<file path="src/rtl/adder_ctrl_pkg.sv">
// ----------------------------------------------------------------------------
// adder_ctrl_pkg
// Shared types and constants for the nibble-serial add/subtract controller.
//   state_t : controller states (IDLE, RUN, DONE)
//   OP_ADD  : op_sub encoding for a + b + cin
//   OP_SUB  : op_sub encoding for a - b
// ----------------------------------------------------------------------------
package adder_ctrl_pkg;

   typedef enum logic [1:0] {
      IDLE = 2'd0,
      RUN  = 2'd1,
      DONE = 2'd2
   } state_t;

   localparam logic OP_ADD = 1'b0;
   localparam logic OP_SUB = 1'b1;

endpackage

</file>
<file path="src/rtl/adder_4bit.sv">
// ----------------------------------------------------------------------------
// adder_4bit
// Existing 4-bit ripple adder slice of the ALU datapath.
//   a, b : 4-bit addends
//   ci   : carry in
//   s    : 4-bit sum
//   co   : carry out
// ----------------------------------------------------------------------------
module adder_4bit (
   input  logic [3:0] a,
   input  logic [3:0] b,
   input  logic       ci,
   output logic [3:0] s,
   output logic       co
);

   assign {co, s} = {1'b0, a} + {1'b0, b} + {4'b0000, ci};

endmodule

</file>
<file path="src/rtl/nibble_serial_adder_ctrl.sv">
// ----------------------------------------------------------------------------
// nibble_serial_adder_ctrl
// Performs a WIDTH-bit add or subtract by sequencing one shared adder_4bit
// slice over the operands, least-significant nibble first, one nibble per
// cycle. Valid/ready handshake on both sides.
//   clk, rst_n          : clock, synchronous active-low reset
//   in_valid / in_ready : operand handshake (accepted only in IDLE)
//   op_sub, a, b, cin   : operation, operands, carry-in (cin unused for sub)
//   out_valid/out_ready : result handshake (held in DONE until taken)
//   s, co, ovf, zero    : registered result and flags
// ----------------------------------------------------------------------------
module nibble_serial_adder_ctrl
   import adder_ctrl_pkg::*;
#(
   parameter int WIDTH = 32
) (
   input  logic             clk,
   input  logic             rst_n,
   input  logic             in_valid,
   output logic             in_ready,
   input  logic             op_sub,
   input  logic [WIDTH-1:0] a,
   input  logic [WIDTH-1:0] b,
   input  logic             cin,
   output logic             out_valid,
   input  logic             out_ready,
   output logic [WIDTH-1:0] s,
   output logic             co,
   output logic             ovf,
   output logic             zero
);

   localparam int NIB   = WIDTH / 4;
   localparam int IDX_W = (NIB > 1) ? $clog2(NIB) : 1;
   localparam logic [IDX_W-1:0] LAST_IDX = IDX_W'(NIB - 1);

   state_t             state_q, state_d;
   logic [IDX_W-1:0]   idx_q;
   logic [WIDTH-1:0]   a_q, b_q;      // b_q already holds b or ~b
   logic               carry_q;
   logic [WIDTH-1:0]   s_q;
   logic               co_q, ovf_q, zero_q;

   logic [3:0]         slice_a, slice_b, slice_s;
   logic               slice_co;
   logic               last_nib;
   logic [WIDTH-1:0]   s_final;

   // ---------------------------------------------------------------- FSM
   always_ff @(posedge clk) begin
      if (!rst_n) begin
         state_q <= IDLE;
      end else begin
         // NOTE: every clocked register uses non-blocking assignment so all
         // flops update together from pre-edge values.
         state_q <= state_d;
      end
   end

   always_comb begin
      // NOTE: default first so no path through the case leaves state_d
      // unassigned, which would infer a latch.
      state_d = state_q;
      unique case (state_q)
         IDLE:    if (in_valid)  state_d = RUN;
         RUN:     if (last_nib)  state_d = DONE;
         DONE:    if (out_ready) state_d = IDLE;
         default: state_d = IDLE;
      endcase
   end

   assign in_ready  = (state_q == IDLE);
   assign out_valid = (state_q == DONE);

   // ---------------------------------------------------------- slice mux
   assign last_nib = (idx_q == LAST_IDX);
   assign slice_a  = a_q[{idx_q, 2'b00} +: 4];
   assign slice_b  = b_q[{idx_q, 2'b00} +: 4];

   adder_4bit u_slice (
      .a  (slice_a),
      .b  (slice_b),
      .ci (carry_q),
      .s  (slice_s),
      .co (slice_co)
   );

   // On the last nibble the lower nibbles of s_q are already final, so the
   // complete result is the slice output on top of them. Flags derive from it.
   generate
      if (WIDTH > 4) begin : g_final_wide
         assign s_final = {slice_s, s_q[WIDTH-5:0]};
      end else begin : g_final_narrow
         assign s_final = slice_s;
      end
   endgenerate

   // ------------------------------------------------------ operand latch
   // NOTE: operand registers are pure data, only meaningful after an accept,
   // so they carry no reset and stay plain enable flops.
   always_ff @(posedge clk) begin
      if (state_q == IDLE && in_valid) begin
         a_q <= a;
         b_q <= (op_sub == OP_SUB) ? ~b : b;
      end
   end

   // ------------------------------------------------- datapath / results
   always_ff @(posedge clk) begin
      if (!rst_n) begin
         idx_q   <= '0;
         carry_q <= 1'b0;
         s_q     <= '0;
         co_q    <= 1'b0;
         ovf_q   <= 1'b0;
         zero_q  <= 1'b0;
      end else begin
         unique case (state_q)
            IDLE: begin
               if (in_valid) begin
                  idx_q   <= '0;
                  carry_q <= (op_sub == OP_SUB) ? 1'b1 : cin;
               end
            end
            RUN: begin
               s_q[{idx_q, 2'b00} +: 4] <= slice_s;
               carry_q                  <= slice_co;
               idx_q                    <= idx_q + 1'b1;
               if (last_nib) begin
                  co_q   <= slice_co;
                  ovf_q  <= (a_q[WIDTH-1] == b_q[WIDTH-1]) &&
                            (s_final[WIDTH-1] != a_q[WIDTH-1]);
                  zero_q <= ~|s_final;
               end
            end
            default: ;  // DONE: results held
         endcase
      end
   end

   assign s    = s_q;
   assign co   = co_q;
   assign ovf  = ovf_q;
   assign zero = zero_q;

endmodule

</file>
<file path="config.mk">
export PLATFORM = sky130hd
export DESIGN_NAME = nibble_serial_adder_ctrl
export DESIGN_NICKNAME = d
export VERILOG_FILES = /design/src/rtl/adder_ctrl_pkg.sv /design/src/rtl/adder_4bit.sv /design/src/rtl/nibble_serial_adder_ctrl.sv
export SDC_FILE = /design/constraint.sdc
export NUM_CORES = 1
export LEC_CHECK = 0
export ABC_AREA = 0
export BUFFER_PORTS_ARGS = -buffer_cell sky130_fd_sc_hd__buf_2
export CAP_MARGIN = 20
export CORE_ASPECT_RATIO = 1.1
export CORE_UTILIZATION = 50
export CTS_BUF_LIST = sky130_fd_sc_hd__clkbuf_16
export DETAILED_ROUTE_END_ITERATION = 12
export HOLD_SLACK_MARGIN = 0.1
export PLACE_DENSITY_LB_ADDON = 0.05
export SYNTH_ARGS = -nofsm -noshare
export SYNTH_HDL_FRONTEND = slang
export SYNTH_SLANG_ARGS = --single-unit
</file>
<file path="constraint.sdc">
create_clock -name clk -period 16.8 [get_ports clk]
set_input_delay 1.68 -clock clk [delete_from_list [all_inputs] [get_ports clk]]
set_output_delay 1.68 -clock clk [all_outputs]
set_load 0.1 [all_outputs]
</file>
==> Flow_metrics.wiki, run 1 <==
{| class="wikitable"
! Metric !! Value
|-
| Final count of negative-setup-slack endpoints || 0
|-
| Total global routing overflow || 0
|-
| Overall Global Routing Usage || 0.2061
|-
| Worst min path class || reg -> reg
|-
| Routed via count || 3200
|-
| Dpl cell area || 0.005465 sq mm
|-
| Worst Max-Slew Pin Slew || 1086 ps
|-
| Buffers from clock root to sink, at most || 2
|-
| Top FF cell, synth || edfxtp_1
|-
| Starting DRT DRC Count || 129
|-
| Critical path arrival || 3730 ps
|-
| DR DRC count || 0
|-
| Count of hold-fix buffers inserted at cts || 0
|-
| Largest vdd supply drop || 48.20 uV
|-
| Mapped Nets || 458
|-
| Maximum fanout along the worst path || 29
|-
| Most common cell after layout, fill and taps aside || buf_2
|-
| Number of rows in the core area || 37
|-
| Netlist area before placement || 0.004886 sq mm
|-
| Count of flip-flops with a built-in enable after synthesis || 64
|-
| Max-slew violations || 0
|-
| Post-DRT Antenna Nets || 0
|-
| Wire length of the first global-routing pass || 15500 microns
|-
| Port Buffer Count || 106
|-
| Clk sinks || 105
|-
| Relative slew slack || 0.2753
|-
| Nature of the critical path startpoint || flop
|-
| Final cycle utilization of the critical path || 0.2064
|-
| Core area || 0.009444 sq mm
|-
| Most frequent cells in the layout || 106 x buf_2, 64 x edfxtp_1, 40 x dfxtp_1
|-
| Routed wire length || 9724 microns
|-
| Number of buffers created by CTS || 9
|-
| Layout Utilization || 0.6084
|-
| Flip-flop and latch area || 0.002744 sq mm
|-
| Multi-input combinational cell area || 0.001984 sq mm
|-
| Unrepaired setup endpoints after global routing || no
|-
| PwrDens || 98.95 mW/mm^2
|-
| Length of the first detailed-routing pass in iterations || 4
|-
| Sequential-to-total area share from yosys stat || 0.5613
|-
| Estimated wirelength of the detail-placed design || 7113 microns
|-
| Post-CTS Setup Repair Bufs || 0
|-
| Cells after Synth || 376
|-
| Register bit count reported by yosys || 105
|-
| Clock latency at the later pin of the worst-skew pair || 340 ps
|-
| Leakage power || 2.445 nW
|-
| Number of top-level pins || 107
|-
| Maximum clock skew at final layout || 6.380 ps
|-
| Resize count post-CTS || 0
|-
| Per-cell routed wire length || 16.29 microns
|-
| Fmax || 0.2883 GHz
|-
| Final instance area || 0.005746 sq mm
|-
| Proportion of register bits with asynchronous set or reset after synthesis || 0
|-
| Total of warnings raised by yosys || 0
|-
| Total number of nets in the final design || 557
|-
| TritonCTS clock tree || done
|-
| Fraction of final layout cells sized beyond drive strength 1 || 0.3250
|-
| Post-layout minimum cycle time || 3468 ps
|-
| Diodes inserted || 0
|-
| Number of hold violations in the final report || 0
|-
| Number of fill cells || 816
|-
| Aggregate negative setup slack || 0 ps
|-
| Post-Place Worst Slack || 13330 ps
|-
| Layout overhead on the synthesized area || 17.59%
|-
| Antenna violations before repair || 0
|-
| Max Cap Violations || 0
|-
| Distinct cell type count after synthesis || 54
|-
| DIE AREA || 0.01017 sq mm
|-
| Type of destination of the critical path || flop
|-
| Maximum number of pins on one net before global-route repair || 67
|-
| Synth Area per Inst || 12.99 sq um
|-
| Die Y || 105.7 microns
|-
| Via count of the first global-routing pass || 3061
|-
| Cell at the root of the clock tree || clkbuf_16
|-
| Data required time at the worst endpoint || 17060 ps
|-
| Chip Width || 96.25 microns
|-
| Initial core utilization || 0.5174
|-
| H-tree levels || 3
|-
| Routed vias/inst || 5.360
|-
| Worst Setup Path Type || reg -> reg
|-
| Final GP Congestion || 0.8174
|-
| Outcome || finished, final reports clean
|-
| Clock input transition at the sequential cells of the worst setup and hold paths || 70 ps
|-
| Worst Slack Setup Final || 13330 ps
|}
cells by family after synthesis:
kind of cell | share of synthesized area
mux | 0.1147
buf+inv | 0.03355
fa+ha+maj | 0.03380
xor+xnor | 0.05916
compound gates | 0.04763
flops | 0.5613
simple gates | 0.1498
state kept, by name, indices dropped and copies added (netlist names):
register  cells
a_q          32
state_q       2
co            1
idx_q         3
s            32
b_q          32
carry_q       1
ovf           1
zero          1
metrics by stage:
step,power (W),hold WS (ps),cells
floorplan,0.0003570,529.4,376
global placement,0.0003745,466.6,581
detailed placement,0.0003764,468.1,581
CTS,0.0005735,478.6,597
global route,0.0005918,501.1,597
finish,0.0005685,476.0,597
critical path: stages, from the launching register on:
cell     delay, ps
dfxtp_2        880
mux4_2         610
nand2_1         80
nand2_1        100
fa_1           430
inv_1           80
fa_1           280
nor4b_1        270
nand4_1        130
or3_1          380
o22ai_1        140
area by class of cell:
type / instances / area share
Sequential cell: 105 / 0.4776
Tap cell: 117 / 0.02548
Timing Repair Buffer: 108 / 0.09495
Clock inverter: 7 / 0.009582
Clock buffer: 9 / 0.03920
Inverter: 12 / 0.007840
Multi-Input combinational cell: 239 / 0.3454
worst paths after layout:
| kind | cells after the start | startpoint | slack (ps) | to |
|---|---|---|---|---|
| worst min-delay path | 2 | s[19] | 480 | s[19] |
| worst max-delay path | 10 | idx_q[0] | 13330 | zero |
| worst min register to register | 2 | s[19] | 480 | s[19] |
| worst max register to register | 10 | idx_q[0] | 13330 | zero |
metal layers:
metal | vias to the layer above | routed length [microns] | track usage
li1 | 1555 | - | -
met1 | 1544 | 4261 | 0.2733
met2 | 97 | 4941 | 0.3354
met3 | 4 | 458 | 0.05195
met4 | 0 | 61 | 0.05224
met5 | - | 0 | 0
cells in the mapped netlist (all sizes together), types with 2 or more instances:
| library cell | instances | area (sq um) |
|---|---|---|
| or3 | 3 | 23.77 |
| nor2 | 37 | 141.4 |
| nand2b | 4 | 32.53 |
| nor4 | 5 | 31.28 |
| nand3b | 3 | 22.52 |
| mux2i | 20 | 200.2 |
| and3b | 2 | 17.52 |
| nand4 | 5 | 50.05 |
| nor3 | 3 | 26.28 |
| mux4 | 16 | 360.4 |
| nand3 | 3 | 15.01 |
| a22oi | 2 | 15.01 |
| o21ai | 3 | 15.01 |
| ha | 10 | 125.1 |
| nor2b | 3 | 18.77 |
| dfxtp | 41 | 820.8 |
| edfxtp | 64 | 1922 |
| and2 | 6 | 40.04 |
| xor2 | 33 | 289.0 |
| fa | 2 | 40.04 |
| and3 | 4 | 30.03 |
| nand2 | 36 | 135.1 |
| a21oi | 11 | 55.05 |
| or3b | 2 | 17.52 |
| a41o | 5 | 50.05 |
| inv | 11 | 41.29 |
| a211oi | 3 | 32.53 |
| nor4b | 5 | 88.84 |
| nor3b | 3 | 22.52 |
| clkbuf | 6 | 22.52 |
| o21a | 2 | 15.01 |
| buf | 14 | 96.34 |
power breakdown:
part           switching [W]  total [W]  internal (W)
Clock              0.0000968   0.000199      0.000102
Sequential        0.00000629   0.000294      0.000288
Combinational      0.0000448  0.0000753     0.0000306
Power figures use the tool's default switching activity.
==> inputs of run 2 (changes only) <==
==> constraint.sdc (replaced) <==
create_clock -name clk -period 3.3 [get_ports clk]
set_input_delay 0.33 -clock clk [delete_from_list [all_inputs] [get_ports clk]]
set_output_delay 0.33 -clock clk [all_outputs]
set_load 0.1 [all_outputs]
==> run 2 against run 1 <==
  * Critical path depth rose by 1
  * Clock-buffer cell count unchanged
  * Design area up 2.0%
  * Register-to-register slack lost 13000 ps
  * Sequential share of layout area down 0.94 points
  * Non-clock buffer count grew 7
  * Fmax grew 17%
  * Combinational power grew to 5.5 times the previous value
  * Cell count is 1.2% higher
  * Largest power group unchanged
==> Flow_metrics.wiki, run 2 (same netlist as run 1, synthesis figures left out) <==
{| class="wikitable"
! Metric !! Value
|-
| Flip-flop and latch area || 0.002744 sq mm
|-
| DR DRC count || 0
|-
| Maximum clock skew at final layout || 9.445 ps
|-
| Estimated wirelength of the detail-placed design || 7329 microns
|-
| Number of fill cells || 762
|-
| Total global routing overflow || 0
|-
| Length of the first detailed-routing pass in iterations || 4
|-
| Maximum fanout along the worst path || 12
|-
| Routed wire length || 9855 microns
|-
| Unrepaired setup endpoints after global routing || no
|-
| Data required time at the worst endpoint || 3570 ps
|-
| H-tree levels || 3
|-
| Post-layout minimum cycle time || 2967 ps
|-
| Clock input transition at the sequential cells of the worst setup and hold paths || 80 ps
|-
| Most frequent cells in the layout || 106 x buf_2, 64 x edfxtp_1, 40 x dfxtp_1
|-
| Number of rows in the core area || 37
|-
| Post-DRT Antenna Nets || 0
|-
| Final cycle utilization of the critical path || 0.8990
|-
| Per-cell routed wire length || 16.32 microns
|-
| Layout overhead on the synthesized area || 19.95%
|-
| Number of top-level pins || 107
|-
| Clk sinks || 105
|-
| Worst Slack Setup Final || 333.2 ps
|-
| DIE AREA || 0.01017 sq mm
|-
| Final instance area || 0.005861 sq mm
|-
| Relative slew slack || 0.4327
|-
| Dpl cell area || 0.005529 sq mm
|-
| Port Buffer Count || 106
|-
| Antenna violations before repair || 0
|-
| Largest vdd supply drop || 332.6 uV
|-
| Fraction of met3 tracks used by global routing || 0.03319
|-
| Sequential group share of total power || 0.497
|-
| TritonCTS clock tree || done
|-
| Outcome || finished, final reports clean
|-
| Diodes inserted || 0
|-
| Routed via count || 3200
|-
| Post-Place Worst Slack || 337.5 ps
|-
| Nature of the critical path startpoint || flop
|-
| Type of destination of the critical path || flop
|-
| Most common cell after layout, fill and taps aside || buf_2
|-
| Via count of the first global-routing pass || 3150
|-
| R2R Setup Slk || 330 ps
|-
| Count of hold-fix buffers inserted at cts || 0
|-
| Wire length of the first global-routing pass || 15280 microns
|-
| Post-CTS Setup Repair Bufs || 0
|-
| Worst Setup Path Type || reg -> reg
|-
| Final Total Pwr || 0.003001 W
|-
| Starting DRT DRC Count || 98
|-
| Routing usage on met1 || 0.2661
|-
| Fraction of power consumed by combinational cells || 0.139
|-
| Critical path arrival || 3240 ps
|-
| Fraction of final layout cells sized beyond drive strength 1 || 0.3368
|-
| Fraction of met2 tracks used by global routing || 0.3328
|-
| Chip Width || 96.25 microns
|-
| Number of hold violations in the final report || 0
|-
| Final GP Congestion || 0.8079
|-
| Routed vias/inst || 5.298
|-
| Maximum number of pins on one net before global-route repair || 67
|-
| Sw frac || 0.2541
|-
| Worst Max-Slew Pin Slew || 851.0 ps
|-
| Die Y || 105.7 microns
|-
| Initial core utilization || 0.5174
|-
| Cell internal power dissipation || 0.002238 W
|-
| Fmax || 0.3371 GHz
|-
| Worst min path class || in -> reg
|-
| Number of buffers created by CTS || 9
|-
| Buffers from clock root to sink, at most || 2
|-
| Clock power share || 0.364
|-
| Max Cap Violations || 0
|-
| Max-slew violations || 0
|-
| Net load switching power || 0.0007626 W
|-
| Resize count post-CTS || 0
|-
| Clock latency at the later pin of the worst-skew pair || 340 ps
|-
| Aggregate negative setup slack || 0 ps
|-
| PwrDens || 512.1 mW/mm^2
|-
| Leakage power || 2.508 nW
|-
| Final count of negative-setup-slack endpoints || 0
|-
| Overall Global Routing Usage || 0.2026
|-
| Total number of nets in the final design || 564
|-
| Core area || 0.009444 sq mm
|-
| Busiest layer in global routing || met2
|-
| Multi-input combinational cell area || 0.001991 sq mm
|-
| Cell at the root of the clock tree || clkbuf_16
|}
[run 2: worst paths after layout]
check             cells after the start      from       to
setup / recovery                     11  idx_q[0]     zero
hold / removal                        1     a[27]  a_q[27]
setup reg to reg                     11  idx_q[0]     zero
hold reg to reg                       2     s[18]    s[18]
[run 2: worst max-delay path: stages (launching register included)]
cell and delay, ps:
dfxtp_2 440, buf_12 180, mux4_2 500, nand2_1 80
nand2_1 80, fa_1 430, inv_1 90, fa_1 210
nor4b_1 270, nand4_1 120, or3_1 380, o22ai_1 120
[run 2: final cells by class]
type | count | share of cell area
clock inverters | 7 | 0.01345
well taps | 117 | 0.02498
repair buffers | 115 | 0.1076
clock buffers | 9 | 0.03843
flip-flops and latches | 105 | 0.4682
inverters | 12 | 0.007686
multi-input cells | 239 | 0.3397
[run 2: metal layers]
| metal | vias up | part of all wire |
|---|---|---|
| li1 | 1574 | - |
| met1 | 1491 | 0.43 |
| met2 | 117 | 0.50 |
| met3 | 18 | 0.049 |
| met4 | 0 | 0.022 |
| met5 | - | 0 |
[run 2: per-stage QoR]
stage	cells	hold slack (ps)	utilization
3_5_place_dp	587	463.4	0.5855
2_1_floorplan	376	428.9	-
5_1_grt	604	145.6	0.6206
3_3_place_gp	587	469.0	0.5855
4_1_cts	603	153.2	0.6176
6_report	604	155.8	0.6206
[run 2: power groups by stage]
stage               Sequential (W)  Clock [W]  Combinational (W)
finish                     0.00149    0.00109           0.000417
global route               0.00150    0.00116           0.000452
CTS                        0.00149    0.00111           0.000419
detailed placement         0.00152          0           0.000417
global placement           0.00152          0           0.000409
floorplan                  0.00155          0           0.000268
==> inputs of run 3 (changes only) <==
==> constraint.sdc (replaced) <==
create_clock -name clk -period 3 [get_ports clk]
set_input_delay 0.3 -clock clk [delete_from_list [all_inputs] [get_ports clk]]
set_output_delay 0.3 -clock clk [all_outputs]
set_load 0.1 [all_outputs]
==> run 3 against run 2 <==
  * Design area up 1.1%
  * Die area unchanged
  * Non-clock buffer count up 3
  * Worst hold slack worse by 27 ps
  * Utilization up 0.70 points
  * Register-to-register slack worse by 160 ps
  * Sequential power up 10%
  * Wire length down 1.1%
  * Worst setup slack worse by 160 ps
  * Flip-flop and latch count unchanged
==> Flow_metrics.wiki, run 3 (same netlist as run 1, synthesis figures left out) <==
{| class="wikitable"
! Metric !! Value
|-
| Critical path arrival || 3060 ps
|-
| Via count of the first global-routing pass || 3226
|-
| Leakage power || 2.542 nW
|-
| Final cycle utilization of the critical path || 0.9409
|-
| Maximum clock skew at final layout || 6.190 ps
|-
| TritonCTS clock tree || done
|-
| Maximum number of pins on one net before global-route repair || 43
|-
| Post-DRT Antenna Nets || 0
|-
| Final GP Congestion || 0.8275
|-
| Number of rows in the core area || 37
|-
| Worst Reg-to-Reg Cells || 10
|-
| Relative slew slack || 0.2966
|-
| Sw frac || 0.2348
|-
| Port Buffer Count || 106
|-
| Clock power share || 0.382
|-
| Max-slew violations || 0
|-
| Cell count after placement || 591
|-
| Final count of negative-setup-slack endpoints || 0
|-
| Clock input transition at the sequential cells of the worst setup and hold paths || 70 ps
|-
| Fraction of final layout cells sized beyond drive strength 1 || 0.3408
|-
| Most common cell after layout, fill and taps aside || buf_2
|-
| Die Y || 105.7 microns
|-
| Routed vias/inst || 5.305
|-
| Starting DRT DRC Count || 125
|-
| Cell internal power dissipation || 0.002626 W
|-
| Initial core utilization || 0.5174
|-
| Worst Setup Path Type || reg -> reg
|-
| Number of buffers created by CTS || 9
|-
| Number of fill cells || 771
|-
| Max Cap Violations || 0
|-
| Sequential group share of total power || 0.477
|-
| Layout overhead on the synthesized area || 21.31%
|-
| Cell at the root of the clock tree || clkbuf_16
|-
| Chip Width || 96.25 microns
|-
| Outcome || finished, final reports clean
|-
| Wire length of the first global-routing pass || 15390 microns
|-
| Number of hold violations in the final report || 0
|-
| Total global routing overflow || 0
|-
| Worst Max-Slew Pin Slew || 1054 ps
|-
| Final Total Pwr || 0.003433 W
|-
| DIE AREA || 0.01017 sq mm
|-
| Most frequent cells in the layout || 106 x buf_2, 64 x edfxtp_1, 40 x dfxtp_1
|-
| Layout Utilization || 0.6276
|-
| Clock latency at the later pin of the worst-skew pair || 340 ps
|-
| Routed via count || 3220
|-
| Post-Layout Cell Count || 607
|-
| Hold depth || 1
|-
| Overall Global Routing Usage || 0.2048
|-
| Antenna violations before repair || 0
|-
| H-tree levels || 3
|-
| Unrepaired setup endpoints after global routing || no
|-
| Clk sinks || 105
|-
| Core area || 0.009444 sq mm
|-
| PwrDens || 579.1 mW/mm^2
|-
| Largest vdd supply drop || 304.7 uV
|-
| Type of destination of the critical path || flop
|-
| Buffers from clock root to sink, at most || 2
|-
| Post-layout minimum cycle time || 2823 ps
|-
| Maximum fanout along the worst path || 10
|-
| Data required time at the worst endpoint || 3240 ps
|-
| Fmax || 0.3543 GHz
|-
| Worst min path class || in -> reg
|-
| Fraction of power consumed by combinational cells || 0.142
|-
| Diodes inserted || 0
|-
| Estimated wirelength of the detail-placed design || 7262 microns
|-
| Total number of nets in the final design || 567
|-
| Length of the first detailed-routing pass in iterations || 5
|-
| Number of top-level pins || 107
|-
| Net load switching power || 0.0008061 W
|-
| Aggregate negative setup slack || 0 ps
|-
| Nature of the critical path startpoint || flop
|-
| Routed wire length || 9749 microns
|-
| DR DRC count || 0
|-
| Per-cell routed wire length || 16.06 microns
|}
-- run 3: per-stage QoR --
step,hold WS (ps),instance area (sq um),setup slack (ps)
after floorplan,398.9,4897,77.22
after global placement,458.0,5572,174.3
after detailed placement,468.4,5572,58.01
after CTS,115.7,5907,25.22
after global routing,113.4,5927,53.60
final,129.2,5927,177.3
-- run 3: power groups by stage --
stage	logic, W	clock network [W]	registers (W)
2_1_floorplan	0.000295	0	0.00170
3_3_place_gp	0.000466	0	0.00167
3_5_place_dp	0.000478	0	0.00167
4_1_cts	0.000479	0.00134	0.00164
5_1_grt	0.000523	0.00139	0.00164
6_report	0.000486	0.00131	0.00164
-- run 3: layout make-up --
| type | instances | area [sq um] | share of cell area |
|---|---|---|---|
| clock buffer | 9 | 225.2 | 0.03800 |
| clock inverter | 7 | 110.1 | 0.01858 |
| inverter | 12 | 45.04 | 0.007600 |
| multi-input combinational | 239 | 2008 | 0.3388 |
| sequential | 105 | 2746 | 0.4634 |
| tap | 117 | 146.4 | 0.02470 |
| timing repair buffer | 118 | 645.6 | 0.1089 |
-- run 3: critical path, stage by stage, from the launching register on --
cell and delay, ps:
dfxtp_4 390, buf_12 150, buf_4 170, mux4_2 500
nand2_1 80, nand2_1 50, ha_1 340, and3_4 190
or3_4 390, and2_4 210, a41o_1 240
-- run 3: layer usage --
layer	track usage	routed length [microns]
met5	0	0
met3	0.03175	319
met1	0.2505	4229
met4	0.1002	192
met2	0.3465	5008
-- run 3: what timing repair did --
action	4_1_cts	5_1_grt
buffers inserted	0	0
gates resized for setup	0	4
endpoints found under the setup margin	0	3
hold buffers	0	0
-- run 3: final timing paths --
| check | from | to | slack, ps |
|---|---|---|---|
| max | idx_q[0] | s[31] | 180 |
| min | a[25] | a_q[25] | 130 |
| max reg2reg | idx_q[0] | s[31] | 180 |
| min reg2reg | s[16] | s[16] | 470 |
